### src/rtl/ones_accum.sv
// Frame accumulator for {cout,sum} weights from the full-adder reduction stage.
// Sums FRAME_LEN samples (or fewer on flush), saturating, with a held result.
module ones_accum #(
  parameter int FRAME_LEN = 8,
  parameter int ACC_W     = 5
) (
  input  logic             clk,
  input  logic             reset_n,
  input  logic             in_valid,
  output logic             in_ready,
  input  logic             in_sum,
  input  logic             in_cout,
  input  logic             flush,
  output logic             out_valid,
  input  logic             out_ready,
  output logic [ACC_W-1:0] out_total,
  output logic [7:0]       out_count,
  output logic             out_sat
);

  typedef enum logic {ACCUM, HOLD} state_t;

  localparam logic [7:0] FLEN = 8'(FRAME_LEN);
  localparam logic [ACC_W+1:0] MAXV = {2'b00, {ACC_W{1'b1}}};

  state_t           state_q, state_d;
  logic             live_q;
  logic [ACC_W-1:0] acc_q, acc_d;
  logic [7:0]       cnt_q, cnt_d;
  logic             sat_q, sat_d;
  logic [ACC_W-1:0] tot_q, tot_d;
  logic [7:0]       ocnt_q, ocnt_d;
  logic             osat_q, osat_d;

  logic             accept;
  logic             ovf;
  logic             close;
  logic [ACC_W+1:0] sum_w;

  assign in_ready  = live_q && (state_q == ACCUM);
  assign out_valid = (state_q == HOLD);
  assign out_total = tot_q;
  assign out_count = ocnt_q;
  assign out_sat   = osat_q;

  assign accept = in_valid && in_ready;
  assign sum_w  = {2'b00, acc_q} + {{ACC_W{1'b0}}, in_cout, in_sum};
  assign ovf    = (sum_w > MAXV);

  always_comb begin
    state_d = state_q;
    acc_d   = acc_q;
    cnt_d   = cnt_q;
    sat_d   = sat_q;
    tot_d   = tot_q;
    ocnt_d  = ocnt_q;
    osat_d  = osat_q;
    close   = 1'b0;
    unique case (state_q)
      ACCUM: begin
        if (accept) begin
          acc_d = ovf ? MAXV[ACC_W-1:0] : sum_w[ACC_W-1:0];
          cnt_d = cnt_q + 8'd1;
          sat_d = sat_q | ovf;
        end
        // an empty frame is never emitted, so a bare flush needs cnt>0
        close = (accept && ((cnt_d == FLEN) || flush))
             || (flush && (cnt_q != 8'd0));
        if (close) begin
          state_d = HOLD;
          tot_d   = acc_d;
          ocnt_d  = cnt_d;
          osat_d  = sat_d;
        end
      end
      HOLD: begin
        if (out_ready) begin
          state_d = ACCUM;
          acc_d   = '0;
          cnt_d   = '0;
          sat_d   = 1'b0;
        end
      end
      default: state_d = ACCUM;
    endcase
  end

  always_ff @(posedge clk or negedge reset_n) begin
    if (!reset_n) begin
      state_q <= ACCUM;
      live_q  <= 1'b0;
      acc_q   <= '0;
      cnt_q   <= '0;
      sat_q   <= 1'b0;
      tot_q   <= '0;
      ocnt_q  <= '0;
      osat_q  <= 1'b0;
    end else begin
      state_q <= state_d;
      live_q  <= 1'b1;
      acc_q   <= acc_d;
      cnt_q   <= cnt_d;
      sat_q   <= sat_d;
      tot_q   <= tot_d;
      ocnt_q  <= ocnt_d;
      osat_q  <= osat_d;
    end
  end

endmodule

### config.mk
export PLATFORM = sky130hd
export DESIGN_NAME = ones_accum
export DESIGN_NICKNAME = d
export VERILOG_FILES = /design/src/rtl/ones_accum.sv
export SDC_FILE = /design/constraint.sdc
export NUM_CORES = 1
export LEC_CHECK = 0
export CORE_MARGIN = 1
export CORE_UTILIZATION = 25
export DETAILED_ROUTE_END_ITERATION = 10
export PLACE_DENSITY = 0.4
export SLEW_MARGIN = 20
export SYNTH_ARGS = -nofsm -noshare
export SYNTH_HDL_FRONTEND = slang
export SYNTH_SLANG_ARGS = --single-unit
### constraint.sdc
create_clock -name clk -period 3.05 [get_ports clk]
set_clock_uncertainty 0.2 [all_clocks]
set_input_delay 0.305 -clock clk [delete_from_list [all_inputs] [get_ports clk]]
set_output_delay 0.305 -clock clk [all_outputs]
set_load 0.02 [all_outputs]
==> results of run 1 <==
[Yosys cell counts (2+ instances only)]
library cell / number / area share
dfrtp_1: 30 / 0.46
nand2_1: 22 / 0.051
o21ai_0: 12 / 0.037
nand3_1: 9 / 0.028
a21oi_1: 8 / 0.025
inv_1: 8 / 0.019
mux2_4: 6 / 0.056
clkbuf_1: 5 / 0.012
mux2i_1: 5 / 0.031
xnor2_1: 5 / 0.027
ha_1: 4 / 0.031
xor2_1: 3 / 0.016
and3_1: 2 / 0.0077
and4_1: 2 / 0.011
mux2_1: 2 / 0.014
nand3b_1: 2 / 0.0093
nand4_1: 2 / 0.0077
nor3_1: 2 / 0.0062
o21ai_1: 2 / 0.0062
o22ai_1: 2 / 0.0077
[cell type report]
type | count | share of cell area
Clock inverter | 1 | 0.00246
Multi-Input combinational cell | 113 | 0.394
Timing Repair Buffer | 28 | 0.131
Clock buffer | 7 | 0.0425
Sequential cell | 30 | 0.370
Inverter | 8 | 0.0148
Tap cell | 75 | 0.0462
[state kept, by name (all words and copies together), names as in the netlist]
register,flops
acc_q,5
cnt_q,8
live_q,1
out_count,8
out_sat,1
out_total,5
out_valid,1
sat_q,1
[how the worst max path moves through the flow]
stage	from	to	slack, ps	depth (start not counted)
after floorplan	out_valid	out_count[2]	710	7
after global placement	in_valid	out_count[0]	430	7
after detailed placement	in_valid	out_count[1]	380	7
after CTS	cnt_q[0]	out_count[1]	570	7
after global routing	cnt_q[0]	out_count[1]	340	8
final	cnt_q[0]	out_count[1]	590	7
[metal layers]
layer	wire [um]	share of wire
met1	1830	0.51
met2	1660	0.46
met3	84	0.023
met4	36	0.010
met5	0	0
[where the power goes]
part	total [W]	switching, W	internal (W)
clock	0.000333	0.000152	0.000182
sequential	0.000593	0.0000947	0.000498
combinational	0.000644	0.000325	0.000320
[worst max-delay path: stages (launching register included)]
cell and delay (ps):
dfrtp_1 480, inv_1 140, ha_1 320, or3_1 380, o21ai_2 160, a31oi_2 120, buf_4 210, mux2_1 330
[logic make-up after synthesis]
logic type      after synthesis  synth area share
compound gates               31             0.114
simple gates                 53             0.174
other cells                   1           0.00232
fa+ha+maj                     5            0.0434
mux                          14             0.108
buf+inv                      15            0.0403
flops                        30             0.465
xor+xnor                      9            0.0535
[metrics by stage]
step | setup slack (ps) | hold slack [ps]
floorplan | 708 | -191
global placement | 426 | 295
CTS | 570 | 229
global route | 345 | 245
finish | 588 | 214
detailed placement | 377 | 298
==> metrics.md, run 1 <==
| Metric | Value |
|---|---|
| Largest net degree at the start of global routing | 31 |
| FFs w/ async S/R, synth | 1.00 |
| IO Pins | 23 |
| Drt first pass iters | 4 |
| Max clock buf depth | 2 |
| Nets | between 150 and 200 |
| Mean Syn Cell Area | 10.2 um2 |
| DR iter-0 viols | between 80 and 90 |
| Status | complete, no violations |
| Die footprint | 6790 um2 |
| Reg2reg start | cnt_q[0] |
| Post-cts resize count | 0 |
| Vias | 1196 |
| RSZ-0062 raised after global routing | no |
| First-pass GRT wire length | roughly 6.3 mm |
| Placed insts | 254 |
| CTS Hold Bufs | 0 |
| Leak | 0.900 nW |
| R2R cell count | 7 |
| Top_reg_cell synth | dfrtp_1 |
| Vias in the first global route | 1283 |
| Gate Count Post-Synth | between 150 and 200 |
| DRC | 0 |
| Total CTS buffers | 5 |
| Post-synth EDFFs | 0 |
| Multi-input combinational cell area | 800 um2 |
| Avg Vias per Cell | approximately 4.6 |
| DIE WIDTH | 82.4 um |
| Hold Path Class | input port to asynchronous set/reset pin |
| Peak supply drop | around 360 uV |
| Design area | around 2000 um2 |
| CP Class | flop to flop |
| Layout Area Growth over Synthesis | 25.7% |
| Area of the core | 6060 um2 |
| H-tree levels | 2 |
| FP Rows | 28 |
| Fin Setup TNS | 0 ps |
| Busiest layer in global routing | met2 |
| Final global-route overflow total | 0 |
| Setup Viol. Count Final | 0 |
| Worst reg2reg endpoint | out_count[1] |
| Syn. warnings | 0 |
| Post-Syn Nets | 170 |
| IO buf count | 22 |
| Register area share after synthesis | 0.465 |
| Layout Cells excl Fill | between 200 and 300 |
| Clock latency at the later pin of the worst-skew pair | around 280 ps |
| Final period util | 0.807 |
| Power Density | 773 nW/um2 |
| Crit path time final | 2460 ps |
| DP Area | 1940 um2 |
| Fin. Hold Viols | 0 |
| Worst-path fanout max | 8 |
| Met1 usage | 0.163 |
| CP required | 3010 ps |
| Startpoint types | flop |
| Slew Limit Fails | 0 |
| Synth unique cells | 45 |
| Grt met2 use | 0.202 |
| Reg2Reg Setup Slack | roughly 590 ps |
| Root Driver | clkbuf_8 |
| Initial Util | 0.267 |
| Overall Power | 0.00157 W |
| Worst-path clk slew | 70 ps |
| Clk sinks | 30 |
| Storage cell area | 751 um2 |
| Detail Placement HPWL | 2.70 mm |
| Met3 usage | 0.0429 |
| Commonest non-fill, non-tap cell in the layout | dfrtp_1 |
| Fillers | around 630 |
| Post-route ant nets | 0 |
| Synthesized area | 1620 um2 |
| CTS tree | done |
| WL per Instance | around 14 um |
| MaxCap Viol Count | 0 |
| Setup bufs post-CTS | 0 |
| WP data arrival | 2420 ps |
| Post-layout util | 0.335 |
| Flops & latches, synth | 30 |
| Die H | about 82 um |
| Share of layout cells above drive strength 1 | 0.128 |
| FMAX | 406 MHz |
| CP Capture Type | flop |
| Antenna cells | 0 |
| Final GP Congestion | 0.836 |
| Total wire length | 3.61 mm |
| Tot GR Track Use | 0.129 |
| Commonest non-fill, non-tap cells in the layout | 30 x dfrtp_1, 22 x nand2_1, 22 x clkdlybuf4s50_1 |
| Antenna violations before repair | 0 |
Note: power is estimated with default switching activity, not from simulation.
==> run 2, diff against run 1 <==
Settings changed: PLACE_DENSITY 0.4 to 0.41.
Clock period 3.05 ns to 2 ns, I/O delays scaled along.
==> run 2 against run 1 <==
Effect of this change: the run now ends with negative setup slack left; hold slack worse by 89 ps; non-clock buffer count rose by 43; sequential cell count unchanged; routed wire length grew 23%; via count rose by 17%; cell count rose by 17%; core utilization rose by 8.2 points; setup slack worse by 880 ps; fmax rose by 7.6%; largest power group unchanged; highest routed layer unchanged.
==> metrics.md, run 2 (synthesis results as in run 1) <==
| Metric | Value |
|---|---|
| WL per Instance | 14.5 um (+5.3%) |
| Root Driver | clkbuf_8 |
| Leak | 1.16 nW (+28%) |
| DRC | 0 (unchanged) |
| Peak supply drop | 608 uV (+70%) |
| Worst-path fanout max | 5 (-3) |
| Vias | 1403 (+17%) |
| Layout Area Growth over Synthesis | 56.5% |
| WP data arrival | 2250 ps (-170 ps) |
| Total wire length | 4.44 mm (+23%) |
| Detail Placement HPWL | 3.14 mm (+16%) |
| Die H | 82.4 um (unchanged) |
| Hold_ws | 125 ps (-89.1 ps) |
| Reg2Reg Setup Slack | -290 ps (-880 ps) |
| Multi-input combinational cell area | 953 um2 (+19%) |
| Tot GR Track Use | 0.156 (+0.0277) |
| FMAX | 437 MHz (+7.6%) |
| Area of the core | 6060 um2 (unchanged) |
| Commonest non-fill, non-tap cells in the layout | 43 x buf_4, 28 x dfrtp_1, 22 x nand2_1 |
| Share of layout cells above drive strength 1 | 0.381 (+0.253) |
| RSZ-0062 raised after global routing | yes |
| Max clock buf depth | 2 (unchanged) |
| FP Rows | 28 (unchanged) |
| Startpoint types | flop |
| Hold Path Class | input port to asynchronous set/reset pin |
| Layout Cells excl Fill | 306 (+17%) |
| Worst reg2reg endpoint | out_count[1] |
| IO Pins | 23 (unchanged) |
| Reg2reg start | cnt_q[1] |
| Clock latency at the later pin of the worst-skew pair | 280 ps (about the same) |
| Drt first pass iters | 4 (unchanged) |
| CP Capture Type | flop |
| Storage cell area | 753 um2 (+0.33%) |
| Initial Util | 0.267 (unchanged) |
| Fin Setup TNS | -3100 ps (-3100 ps) |
| DIE WIDTH | 82.4 um (unchanged) |
| CP Class | flop to flop |
| Vias in the first global route | 1563 (+22%) |
| Total CTS buffers | 5 (unchanged) |
| CTS tree | done |
| H-tree levels | 2 (unchanged) |
| Post-route ant nets | 0 (unchanged) |
| Crit path time final | 2290 ps (-174 ps) |
| Fin. Hold Viols | 0 (unchanged) |
| Commonest non-fill, non-tap cell in the layout | buf_4 |
| Setup Viol. Count Final | 14 (+14) |
| Avg Vias per Cell | 4.58 (+0.44%) |
| Slew Limit Fails | 0 (unchanged) |
| Antenna violations before repair | 0 (unchanged) |
| Final global-route overflow total | 0 (unchanged) |
| Status | complete, but fails checks |
| Fillers | 584 (-7.2%) |
| Worst-path clk slew | 60 ps (about the same) |
| Nets | 242 (+22%) |
| IO buf count | 22 (unchanged) |
| Worst setup margin | -288 ps (-876 ps) |
| Power Density | 1140 nW/um2 (+47%) |
| CP required | 1960 ps (-1050 ps) |
| DR iter-0 viols | 111 (+32%) |
| Die footprint | 6790 um2 (unchanged) |
| R2R cell count | 6 (-1) |
| Failing checks | negative setup slack |
| Clk sinks | 30 (unchanged) |
| Final period util | 1.14 (+0.337) |
| Placed insts | 291 (+15%) |
| Largest net degree at the start of global routing | 31 (unchanged) |
| MaxCap Viol Count | 0 (unchanged) |
| First-pass GRT wire length | 7.58 mm (+21%) |
| Final GP Congestion | 0.788 (-5.7%) |
| Antenna cells | 0 (unchanged) |
-- run 2: worst max path at each step --
stage	slack [ps]	cells after the start	to	start
2_1_floorplan	-260	7	out_count[2]	out_valid
3_3_place_gp	-510	6	out_count[0]	flush
3_5_place_dp	-520	6	out_count[0]	flush
4_1_cts	-290	6	out_total[2]	cnt_q[1]
5_1_grt	-340	6	out_count[0]	cnt_q[1]
6_report	-290	6	out_count[1]	cnt_q[1]
-- run 2: timing repair --
action                     in CTS  in global routing
gates cloned                    1                  0
pin swaps                       6                  6
gates resized for setup        22                 15
setup endpoints to repair      16                 21
buffers inserted                7                  3
hold buffers                    0                  0
-- run 2: routing by layer --
metal / part of all wire / wire [um] / track usage
met5: 0 / 0 / 0
met4: 0.0095 / 42 / 0.0544
met3: 0.025 / 109 / 0.0385
met2: 0.48 / 2120 / 0.259
met1: 0.49 / 2170 / 0.197
-- run 2: area by class of cell --
class | count | share of cell area
Multi-Input combinational cell | 114 | 0.377
Sequential cell | 30 | 0.298
Clock buffer | 8 | 0.0317
Inverter | 8 | 0.0119
Timing Repair Buffer | 71 | 0.244
Tap cell | 75 | 0.0371
-- run 2: power breakdown --
part           leakage (nW)  internal [W]  switching [W]
logic                 0.719      0.000843       0.000673
registers             0.397      0.000764       0.000123
clock network        0.0395      0.000247       0.000228
total                  1.16       0.00185        0.00102
-- run 2: critical path: stages (launching register included) --
cell and delay [ps]:
dfrtp_1 420, or3b_1 390, or4_4 450, o21ai_4 130, a31oi_4 130, buf_12 160, mux2_4 290
-- run 2: stage by stage --
stage          total power (W)  cell area [um2]  setup slack [ps]  utilization
5_1_grt                0.00308             2530              -343        0.417
2_1_floorplan          0.00153             1630              -256            -
3_3_place_gp           0.00209             2230              -509        0.367
4_1_cts                0.00283             2460              -288        0.406
6_report               0.00288             2530              -288        0.417
3_5_place_dp           0.00212             2230              -522        0.367
==> run 3, diff against run 2 <==
Settings changed: PLACE_DENSITY 0.41 to not set, TNS_END_PERCENT set to 50.
==> run 3 against run 2 <==
Effect of this change: the run still ends with negative setup slack left; routed wire length shrank 15%; hold slack worse by 23 ps; core utilization is 3.2 points lower; critical endpoint is now out_count[2]; power decreased by 6.2%; global-route usage fell by 2.9 points; sequential power increased by 1%; cell count fell by 4.9%; critical path depth did not move; clock-buffer cell count down 2; fmax grew 0.97%; largest power group unchanged; via count is 6.4% lower.
==> metrics.md, run 3 (synthesis results as in run 1) <==
| Metric | Value |
|---|---|
| Comb pwr share | 0.475 (-0.052) |
| Total wire length | 3.76 mm (-15%) |
| Reg2reg start | cnt_q[1] |
| H-tree levels | 2 (unchanged) |
| Hold Path Class | input port to asynchronous set/reset pin |
| Wl on met1 | 1.85 mm (-15%) |
| Avg Vias per Cell | 4.51 (-1.6%) |
| Vias | 1313 (-6.4%) |
| Max clock buf depth | 2 (unchanged) |
| Vias in the first global route | 1306 (-16%) |
| Crit. Startpoint | cnt_q[1] |
| Detail Placement HPWL | 2.74 mm (-13%) |
| Clock latency at the later pin of the worst-skew pair | 290 ps (about the same) |
| Largest net degree at the start of global routing | 31 (unchanged) |
| RSZ-0062 raised after global routing | yes |
| CTS tree | done |
| Layout Area Growth over Synthesis | 44.7% |
| CP required | 1970 ps (about the same) |
| P_sw | 0.000958 W (-6.5%) |
| WP data arrival | 2240 ps (about the same) |
| Worst setup margin | -266 ps (+22.1 ps) |
| CTS Hold Bufs | 0 (unchanged) |
| Worst-path clk slew | 70 ps (about the same) |
| Fin Setup TNS | -3080 ps (+15.6 ps) |
| Int Pwr | 0.00174 W (-6.0%) |
| Slew Limit Fails | 0 (unchanged) |
| Placed insts | 276 (-5.2%) |
| Die footprint | 6790 um2 (unchanged) |
| First-pass GRT wire length | 6.35 mm (-16%) |
| WL per Instance | 12.9 um (-11%) |
| Antenna cells | 0 (unchanged) |
| Met2 wire length | 1.75 mm (-17%) |
| Drt first pass iters | 4 (unchanged) |
| Power share of the clock group | 0.192 (+0.027) |
| Fillers | 593 (+1.5%) |
| Sw Ratio | 0.354 (-0.00137) |
| FMAX | 441 MHz (+0.97%) |
| CP Class | flop to flop |
| Reg2Reg Setup Slack | -270 ps (+20 ps) |
| Clk sinks | 30 (unchanged) |
| CP Capture Type | flop |
| Nets | 227 (-6.2%) |
| FP Rows | 28 (unchanged) |
| Share of layout cells above drive strength 1 | 0.319 (-0.0615) |
| Antenna violations before repair | 0 (unchanged) |
| Worst-path fanout max | 5 (unchanged) |
| Worst reg2reg endpoint | out_count[2] |
| Final global-route overflow total | 0 (unchanged) |
| DR iter-0 viols | 47 (-58%) |
| Die H | 82.4 um (unchanged) |
| DR top layer | met4 |
| Final GP Congestion | 0.803 (+1.8%) |
| Status | complete, but fails checks |
| Initial Util | 0.267 (unchanged) |
| Post-route ant nets | 0 (unchanged) |
| Layout Cells excl Fill | 291 (-4.9%) |
| Startpoint types | flop |
| MaxCap Viol Count | 0 (unchanged) |
| Power Density | 1160 nW/um2 (+1.5%) |
| Peak supply drop | 535 uV (-12%) |
| IO buf count | 22 (unchanged) |
| DRC | 0 (unchanged) |
| Setup Viol. Count Final | 14 (unchanged) |
| Final period util | 1.13 (-0.0110) |
| Failing checks | negative setup slack |
| Commonest non-fill, non-tap cells in the layout | 32 x buf_4, 27 x dfrtp_1, 22 x nand2_1 |
| Met3 routed WL | 121 um (+11%) |
| Crit path time final | 2270 ps (-22.1 ps) |
| Leak | 1.07 nW (-7.6%) |
| Total CTS buffers | 5 (unchanged) |
| Seq pwr share | 0.333 (+0.025) |
| Tot GR Track Use | 0.127 (-0.0288) |
| Fin. Hold Viols | 0 (unchanged) |
| DIE WIDTH | 82.4 um (unchanged) |
| IO Pins | 23 (unchanged) |
| R2R cell count | 6 (unchanged) |
| Root Driver | clkbuf_8 |
| Area of the core | 6060 um2 (unchanged) |
| Commonest non-fill, non-tap cell in the layout | buf_4 |
[run 3: routing by layer]
layer  track usage  vias to the layer above
met4        0.0368                        0
met5             0                        -
li1              -                      663
met3        0.0363                        5
met2         0.199                       26
met1         0.170                      619
[run 3: critical path, stage by stage, from the launching register on]
cell and delay (ps):
dfrtp_2 450, or3b_1 390, or4_4 450, o21ai_4 100, a31oi_4 120, buf_6 160, mux2_4 280
[run 3: worst max path at each step]
stage | end | cells after the start | slack (ps)
3_3_place_gp | out_count[0] | 7 | -470
2_1_floorplan | out_count[2] | 7 | -260
6_report | out_count[2] | 6 | -270
5_1_grt | out_count[2] | 6 | -340
4_1_cts | out_count[2] | 6 | -240
3_5_place_dp | out_total[1] | 7 | -500
[run 3: cell type report]
| class | count | area, um2 | area share |
|---|---|---|---|
| Timing Repair Buffer | 57 | 497 | 0.213 |
| Multi-Input combinational cell | 113 | 867 | 0.371 |
| Tap cell | 75 | 93.8 | 0.0401 |
| Clock inverter | 2 | 12.5 | 0.00535 |
| Sequential cell | 30 | 754 | 0.323 |
| Inverter | 8 | 30.0 | 0.0128 |
| Clock buffer | 6 | 82.6 | 0.0353 |
[run 3: power groups by stage]
stage | Sequential, W | Clock [W] | Combinational, W
finish | 0.000900 | 0.000518 | 0.00128
global route | 0.000927 | 0.000570 | 0.00139
floorplan | 0.000979 | 0 | 0.000542
detailed placement | 0.000901 | 0 | 0.00111
global placement | 0.000906 | 0 | 0.00110
CTS | 0.000900 | 0.000540 | 0.00127
[run 3: timing repair]
action / in CTS / in global routing
pin swaps: 3 / 2
resized for setup: 14 / 7
setup endpoints to repair: 15 / 22
buffers inserted: 7 / 0
[run 3: metrics by stage]
stage               setup slack [ps]  utilization  hold slack [ps]  area, um2  power (W)
floorplan                       -259            -             -296       1620    0.00152
global placement                -472        0.347              292       2110    0.00200
detailed placement              -495        0.347              290       2110    0.00201
CTS                             -241        0.382              113       2310    0.00271
global route                    -338        0.386              132       2340    0.00289
finish                          -266        0.386              102       2340    0.00270
